`src/rtl/regfile_writeback_queue.sv`:
```
// Write-back queue for the 32-entry register set: merges ALU and load results,
// serialises them onto the single write port and exposes pending-write bypass/busy.
module regfile_writeback_queue #(
    parameter int DEPTH  = 4,
    parameter int DATA_W = 32,
    parameter int ADDR_W = 5
) (
    input  logic              clk,
    input  logic              rst,
    input  logic              alu_valid,
    output logic              alu_ready,
    input  logic [ADDR_W-1:0] alu_rd,
    input  logic [DATA_W-1:0] alu_data,
    input  logic              mem_valid,
    output logic              mem_ready,
    input  logic [ADDR_W-1:0] mem_rd,
    input  logic [DATA_W-1:0] mem_data,
    output logic              write,
    output logic [ADDR_W-1:0] wnum,
    output logic [DATA_W-1:0] wdata,
    input  logic [ADDR_W-1:0] q_rnum1,
    input  logic [ADDR_W-1:0] q_rnum2,
    output logic              hit1,
    output logic [DATA_W-1:0] hit_data1,
    output logic              hit2,
    output logic [DATA_W-1:0] hit_data2,
    output logic [31:0]       busy,
    output logic              empty
);

    localparam int PTR_W = $clog2(DEPTH);
    localparam int CNT_W = PTR_W + 1;

    logic [ADDR_W-1:0] ent_rd_q   [DEPTH];
    logic [DATA_W-1:0] ent_data_q [DEPTH];

    logic [PTR_W-1:0]  rd_ptr_q, rd_ptr_d;
    logic [PTR_W-1:0]  wr_ptr_q, wr_ptr_d;
    logic [CNT_W-1:0]  count_q, count_d;

    logic              write_q;
    logic [ADDR_W-1:0] wnum_q;
    logic [DATA_W-1:0] wdata_q;

    logic              mem_push;
    logic              alu_push;
    logic              pop;
    logic [PTR_W-1:0]  alu_slot;

    // Readiness looks only at the occupancy at cycle start; the load path wins the last slot.
    always_comb begin
        mem_ready = (count_q < CNT_W'(DEPTH));
        alu_ready = (count_q < CNT_W'(DEPTH - 1)) ||
                    ((count_q == CNT_W'(DEPTH - 1)) && !mem_valid);
    end

    // Results for r0 finish the handshake but are never stored.
    assign mem_push = mem_valid && mem_ready && (mem_rd != '0);
    assign alu_push = alu_valid && alu_ready && (alu_rd != '0);
    assign pop      = (count_q != '0);
    assign alu_slot = wr_ptr_q + PTR_W'(mem_push);

    always_comb begin
        count_d  = count_q + CNT_W'(mem_push) + CNT_W'(alu_push) - CNT_W'(pop);
        wr_ptr_d = wr_ptr_q + PTR_W'(mem_push) + PTR_W'(alu_push);
        rd_ptr_d = rd_ptr_q + PTR_W'(pop);
    end

    always_ff @(posedge clk) begin
        if (rst) begin
            count_q  <= '0;
            wr_ptr_q <= '0;
            rd_ptr_q <= '0;
        end else begin
            count_q  <= count_d;
            wr_ptr_q <= wr_ptr_d;
            rd_ptr_q <= rd_ptr_d;
        end
    end

    // Storage slots; the mem entry takes the first free slot, the alu entry the one after.
    generate
        for (genvar gi = 0; gi < DEPTH; gi++) begin : g_slot
            always_ff @(posedge clk) begin
                if (rst) begin
                    ent_rd_q[gi]   <= '0;
                    ent_data_q[gi] <= '0;
                end else if (mem_push && (wr_ptr_q == PTR_W'(gi))) begin
                    ent_rd_q[gi]   <= mem_rd;
                    ent_data_q[gi] <= mem_data;
                end else if (alu_push && (alu_slot == PTR_W'(gi))) begin
                    ent_rd_q[gi]   <= alu_rd;
                    ent_data_q[gi] <= alu_data;
                end
            end
        end
    endgenerate

    always_ff @(posedge clk) begin
        if (rst) begin
            write_q <= 1'b0;
            wnum_q  <= '0;
            wdata_q <= '0;
        end else begin
            write_q <= pop;
            if (pop) begin
                wnum_q  <= ent_rd_q[rd_ptr_q];
                wdata_q <= ent_data_q[rd_ptr_q];
            end
        end
    end

    assign write = write_q;
    assign wnum  = wnum_q;
    assign wdata = wdata_q;
    assign empty = (count_q == '0) && !write_q;

    // Entries re-ordered by age: index 0 is the oldest queued entry.
    logic              age_vld  [DEPTH];
    logic [PTR_W-1:0]  age_idx  [DEPTH];
    logic [ADDR_W-1:0] age_rd   [DEPTH];
    logic [DATA_W-1:0] age_data [DEPTH];

    generate
        for (genvar gi = 0; gi < DEPTH; gi++) begin : g_age
            assign age_idx[gi]  = rd_ptr_q + PTR_W'(gi);
            assign age_vld[gi]  = (CNT_W'(gi) < count_q);
            assign age_rd[gi]   = ent_rd_q[age_idx[gi]];
            assign age_data[gi] = ent_data_q[age_idx[gi]];
        end
    endgenerate

    logic [31:0] busy_vec;

    always_comb begin
        busy_vec = '0;
        if (write_q) begin
            busy_vec[wnum_q] = 1'b1;
        end
        for (int k = 0; k < DEPTH; k++) begin
            if (age_vld[k]) begin
                busy_vec[age_rd[k]] = 1'b1;
            end
        end
        busy_vec[0] = 1'b0;
    end

    assign busy = busy_vec;

    logic [ADDR_W-1:0] lk_rnum [2];
    logic              lk_hit  [2];
    logic [DATA_W-1:0] lk_data [2];

    assign lk_rnum[0] = q_rnum1;
    assign lk_rnum[1] = q_rnum2;

    // Scan oldest to youngest so the youngest match overrides earlier ones.
    generate
        for (genvar gi = 0; gi < 2; gi++) begin : g_lookup
            always_comb begin
                lk_hit[gi]  = 1'b0;
                lk_data[gi] = '0;
                if (write_q && (wnum_q == lk_rnum[gi])) begin
                    lk_hit[gi]  = 1'b1;
                    lk_data[gi] = wdata_q;
                end
                for (int k = 0; k < DEPTH; k++) begin
                    if (age_vld[k] && (age_rd[k] == lk_rnum[gi])) begin
                        lk_hit[gi]  = 1'b1;
                        lk_data[gi] = age_data[k];
                    end
                end
                if (lk_rnum[gi] == '0) begin
                    lk_hit[gi]  = 1'b0;
                    lk_data[gi] = '0;
                end
            end
        end
    endgenerate

    assign hit1      = lk_hit[0];
    assign hit_data1 = lk_data[0];
    assign hit2      = lk_hit[1];
    assign hit_data2 = lk_data[1];

endmodule

```
`config.mk`:
```
export PLATFORM = sky130hd
export DESIGN_NAME = regfile_writeback_queue
export DESIGN_NICKNAME = d
export VERILOG_FILES = /design/src/rtl/regfile_writeback_queue.sv
export SDC_FILE = /design/constraint.sdc
export NUM_CORES = 1
export LEC_CHECK = 0
export CORE_UTILIZATION = 30
export CTS_CLUSTER_SIZE = 24
export DETAILED_ROUTE_END_ITERATION = 10
export PLACE_DENSITY = 0.6
export SYNTH_ARGS = -nofsm -noshare
export SYNTH_HDL_FRONTEND = slang
export SYNTH_SLANG_ARGS = --single-unit
```
`constraint.sdc`:
```
create_clock -name clk -period 5.42 [get_ports clk]
set_input_delay 1.084 -clock clk [delete_from_list [all_inputs] [get_ports clk]]
set_output_delay 1.084 -clock clk [all_outputs]
set_load 0.02 [all_outputs]
```
# After elaboration in Yosys (flattened, before gate mapping)
# Memory sizes are Yosys's and may differ from the RTL's. A register that Yosys moved wholly into a read port is not among the register bits.
# Cells that the tools add are included.
# totals
wordCells,197
register_bits,45
mem_count,2
inputBits,88
ram_bits,148
# op_classes
order_cmp,16
bitwise_logic,20
addsub,9
n_mux,87
eq_ne,17
reduce_logical,40
# mem_list
name,words,word_bits,rd,rd_ports_with_merged_regs,write_ports,line,text
ent_data_q,4,32,4,1,4,35,logic [DATA_W-1:0] ent_data_q [DEPTH];
ent_rd_q,4,5,4,1,4,34,logic [ADDR_W-1:0] ent_rd_q [DEPTH];
# ops
op,count
$mux 32,25
$or 32x32->32,4
$eq 5x5->1,10
$mux 1,47
$mux 5,8
$lt 5x6->1 const B,5
$logic_and 1x1->1,29
$demux 1 s5,5
$ge 5x1->1 const B,5
$or 1x1->1,16
$logic_not 5->1,2
$reduce_bool 5->1,2
$eq 2x2->1 const B,4
$add 2x1->2,3
$add 3x1->3,2
$lt 1x3->1 const A,2
$lt 2x3->1 const A,2
$add 2x2->2 const B,2
$eq 2x1->1 const B,2
$logic_not 2->1,2
$mux 2,2
$eq 3x2->1 const B,1
$logic_not 3->1,1
$lt 3x2->1 const B,1
6 further kinds,7

# Logic depth before layout (Yosys ltp)
# Gate-level depths: netlist of the first run.
# depth
ltp_word,13
ltp_mapped,11
ltp_nobuf,9

# Worst setup path before layout of the first run
# OpenSTA, ideal clock, no wires.
# synth_path
path_kind,in2reg
from,input port mem_rd[0]
to,memory ent_data_q[0][0] (enable)
path_stages,7
arrival_ps,5301
slack_ps,-363
n_path_buf,0
setup_time_ps,483
required_ps,4937
path_cell_list,or4_1 -> o21ai_2 -> inv_1 -> ha_1 -> xor2_1 -> or2_2 -> o21ai_0
# synth_lines
item,line,text
from (decl),16,"input logic [ADDR_W-1:0] mem_rd,"
to (decl),35,

# Final worst setup path of the first run
# layout_path
from,input port q_rnum1[1]
to,output port hit_data1[28]
# layout_via
elab_chain_cells,8
elab_cells_between_ends,17
cone_classes,eq/ne: 5; mux: 6; reduce/logical: 6
# layout_rtl
item,line,text
from (decl),21,"input logic [ADDR_W-1:0] q_rnum1,"
$eq 5x5->1,163,if (write_q && (wnum_q == lk_rnum[gi])) begin
$logic_and 1x1->1,163,
$mux 32,163,
$mux 32 (4 in a row),168,if (age_vld[k] && (age_rd[k] == lk_rnum[gi])) begin
$mux 32 *,173,if (lk_rnum[gi] == '0) begin
to (decl),24,"output logic [DATA_W-1:0] hit_data1,"
# Every way passes the cells marked *; elsewhere a longest branch is shown, timed or not.

==> metrics.csv, run 1 <==
metric;value;unit
RSZ-0062 raised after global routing;no;
slew margin rel.;28.19;%
asr flop ratio synth;0;%
total CTS buffers;17;
post-synth cell types;62;
Setup-failing EPs final;0;
Seq cells post-synth;193;
Worst Path Required;4.34;ns
maximum net fanout on the critical path;18;
synth-to-layout area growth;24.12;%
Filler Cell Count;5211;
Post-synth EDFFs;148;
ys flop type;edfxtp_1;
Ys Warns;0;
largest net degree at the start of global routing;130;
initial antenna violation count;10;
Syn Inst Count;1545;
Fmax;190.4;MHz
die height;234.5;um
DPL Wire Length;49230;um
Tot Pwr;10.87;mW
CP endpoint kind;primary output;
final setup margin;0.1675;ns
CTS clk-pin slew, worst paths;0.07;ns
status;completed;
CTS tree;yes;
gr usage total;24.13;%
share of layout cells above drive strength 1;19.68;%
vias in the first global route;14016;
first-pass GRT wire length;97640;um
Clk Latency, worst-skew pair;0.47;ns
count of input and output buffers;225;
clk buf depth;2;
ANT nets after route;0;
PD cells;540.3;nW/um^2
Initial DRT Pass Iterations;6;
H-tree depth;4;
sequential-to-total area share from yosys stat;32.97;%
DR WL/cell;28.12;um
Max Cap Violations;0;
Critical Path AT;4.17;ns
fin. max-slew vios;0;
Die X;234.5;um
Sink Count;193;
# rows;84;
Layout Skew;0.01389;ns
Routed WL;68000;um
Worst VDD drop;0.0004462;V
post-layout net count;1811;
Die Footprint;54980;um^2
pre-CTS WS;0.03222;ns
CTS root buf;clkbuf_16;
Tmin final;5.253;ns
post-route DRC violation count;0;
# hold bufs at CTS;0;
static leakage;6.589;nW
vias per cell;6.417;
type of origin of the critical path;input port;
Fin Hold WS;0.4980;ns
syn avg cell area;10.49;um^2
Initial Util;30.61;%
Synth Net Count;1641;
synthesized cell area;16210;um^2
detailed-route via count;15516;
Hold Fails Final Rpt;0;
drt first-iter violations;2138;
period utilization;96.91;%
GPL Wtd Cong;0.9587;
Ports;227;
core area;52970;um^2
CP Class;in2out;
Worst Max-Slew Pin Slew;1.077;ns
hold crit path type;reg2reg;
GR Overflow Total;0;
[report_power, final]
part	leakage, nW	total [mW]	internal (mW)	switching (mW)
logic	4.38	6.78	2.81	3.98
registers	1.93	2.83	2.18	0.647
clock network	0.281	1.26	0.616	0.647
total	6.59	10.9	5.60	5.27
[layout make-up]
class                      count  area [um^2]  share of cell area [%]
multi-input combinational   1175        10200                   50.69
sequential                   193         5353                   26.60
timing repair buffer         318         3082                   15.31
tap                          688        860.8                   4.277
clock buffer                  17        425.4                   2.114
clock inverter                15        160.2                  0.7958
inverter                      10        37.54                  0.1865
antenna                        2        5.005                 0.02487
[critical path: stages]
cell and delay (ns):
clkdlybuf4s50_1 0.49, buf_4 0.20, xor2_1 0.15, nor4_2 0.27, buf_4 0.30, and2_0 0.15, buf_4 0.22, a311oi_1 0.16
o31ai_2 0.45, clkdlybuf4s50_1 0.69
[metal layers]
layer  track usage, %  vias to the layer above  share of wire, %  wire length, um
met3            6.129                      106                11             7668
li1                 -                     6631                 -                -
met5                0                        -              0.14               97
met1            36.96                     7752                44            29900
met2            33.10                     1011                42            28780
met4            6.290                       16               2.3             1551
[Yosys cell counts (3+ instances only)]
library cell  instances  area, um^2
nor2b_1               6       37.54
a22oi_1              97       728.2
buf_4                11       82.58
mux4_2              145        3266
nor4_1               21       131.4
a221oi_1             32       280.3
nor3_1               58       290.3
and3b_1               3       26.28
a22o_1              111       972.2
clkbuf_1             91       341.6
mux2_2               12       135.1
o21a_1                3       22.52
nor3_2                3       30.03
ha_1                  6       75.07
nor3b_1               9       67.56
nand2b_1              6       37.54
dfxtp_1              45       900.9
xor2_1               22       192.7
nor2_1              122       457.9
a32oi_1              48       420.4
buf_1                 9       33.78
edfxtp_1            148        4444
and2_1                5       31.28
or2_2                22       137.6
buf_2                46       230.2
a21oi_1              55       275.3
buf_6                10       112.6
a2111oi_0            16       140.1
nand4_1               3       18.77
a311oi_1             15       131.4
xnor2_1              35       306.5
o21ai_0              21       105.1
and3_1               29       181.4
nand3_1              48       240.2
nand2_1             128       480.5
inv_1                10       37.54
o31ai_1              49       367.9
mux2i_1              14       140.1
[path summary, 6_finish.rpt]
| check | start | end | slack [ns] | cells past startpoint |
|---|---|---|---|---|
| worst max-delay path | q_rnum1[1] | hit_data1[28] | 0.17 | 10 |
| worst min-delay path | wdata[20]$_SDFFE_PP0N_ | wdata[20]$_SDFFE_PP0N_ | 0.50 | 2 |
| worst max register to register | count_q[2]$_SDFF_PP0_ | count_q[1]$_SDFF_PP0_ | 2.36 | 9 |
| worst min register to register | wdata[20]$_SDFFE_PP0N_ | wdata[20]$_SDFFE_PP0N_ | 0.50 | 2 |
[kinds of logic after synthesis]
kind of cell,share of synthesized area (%)
muxes,21.84
DFF,32.97
other,0.02313
adders and majority gates,0.7099
AOI/OAI and AO/OA,22.08
and+or+nand+nor,14.13
xor gates and xnor gates,3.079
buffers and inverters,5.170
[flip-flops by register name, indices dropped and copies added, names as in the netlist]
| signal | flops |
|---|---|
| ent_data_q | 128 |
| wdata | 32 |
| ent_rd_q | 20 |
| wnum | 5 |
| count_q | 3 |
| rd_ptr_q | 2 |
| wr_ptr_q | 2 |
| write | 1 |
[what timing repair did]
item	in CTS	in global routing
setup buffers	0	2
gates resized for setup	4	12
pin swaps	0	2
setup endpoints to repair	4	44
[through the flow]
stage | area (um^2) | cells | util, % | TNS, ns
after CTS | 20050 | 2414 | 37.86 | 0
after detailed placement | 19450 | 2382 | 36.73 | 0
final | 20130 | 2418 | 37.99 | 0
after global routing | 20120 | 2417 | 37.99 | 0
after global placement | 19450 | 2382 | 36.73 | -0.04491
after floorplan | 16210 | 1545 | - | -26.89
[placed cells by master, fill, tap and decap left out, types with 5 or more instances in the layout]
cell type / instances
clkdlybuf4s50_1: 224
edfxtp_1: 148
mux4_2: 145
nand2_1: 128
nor2_1: 122
a22o_1: 111
a22oi_1: 97
buf_4: 81
a21oi_1: 55
nor3_1: 52
nand3_1: 48
a32oi_1: 48
o31ai_1: 43
dfxtp_1: 43
xnor2_1: 35
a221oi_1: 32
and3_1: 29
or2_2: 22
xor2_1: 22
nor4_1: 19
o21ai_0: 17
clkbuf_16: 17
a311oi_1: 15
mux2i_1: 14
mux2_2: 12
a2111oi_0: 11
inv_1: 10
buf_12: 10
nor3b_1: 9
nor3_2: 7
nor2b_1: 6
nand2b_1: 6
o31ai_2: 6
ha_1: 6
and2_1: 5
No activity file was read; power rests on OpenSTA's default activity.
==> inputs of run 2 (changes only) <==
Settings changed: ABC_CLOCK_PERIOD_IN_PS set to 5420.
==> results of run 2 <==
Same layout as run 1: the final DEF is identical, and so are final timing and power.
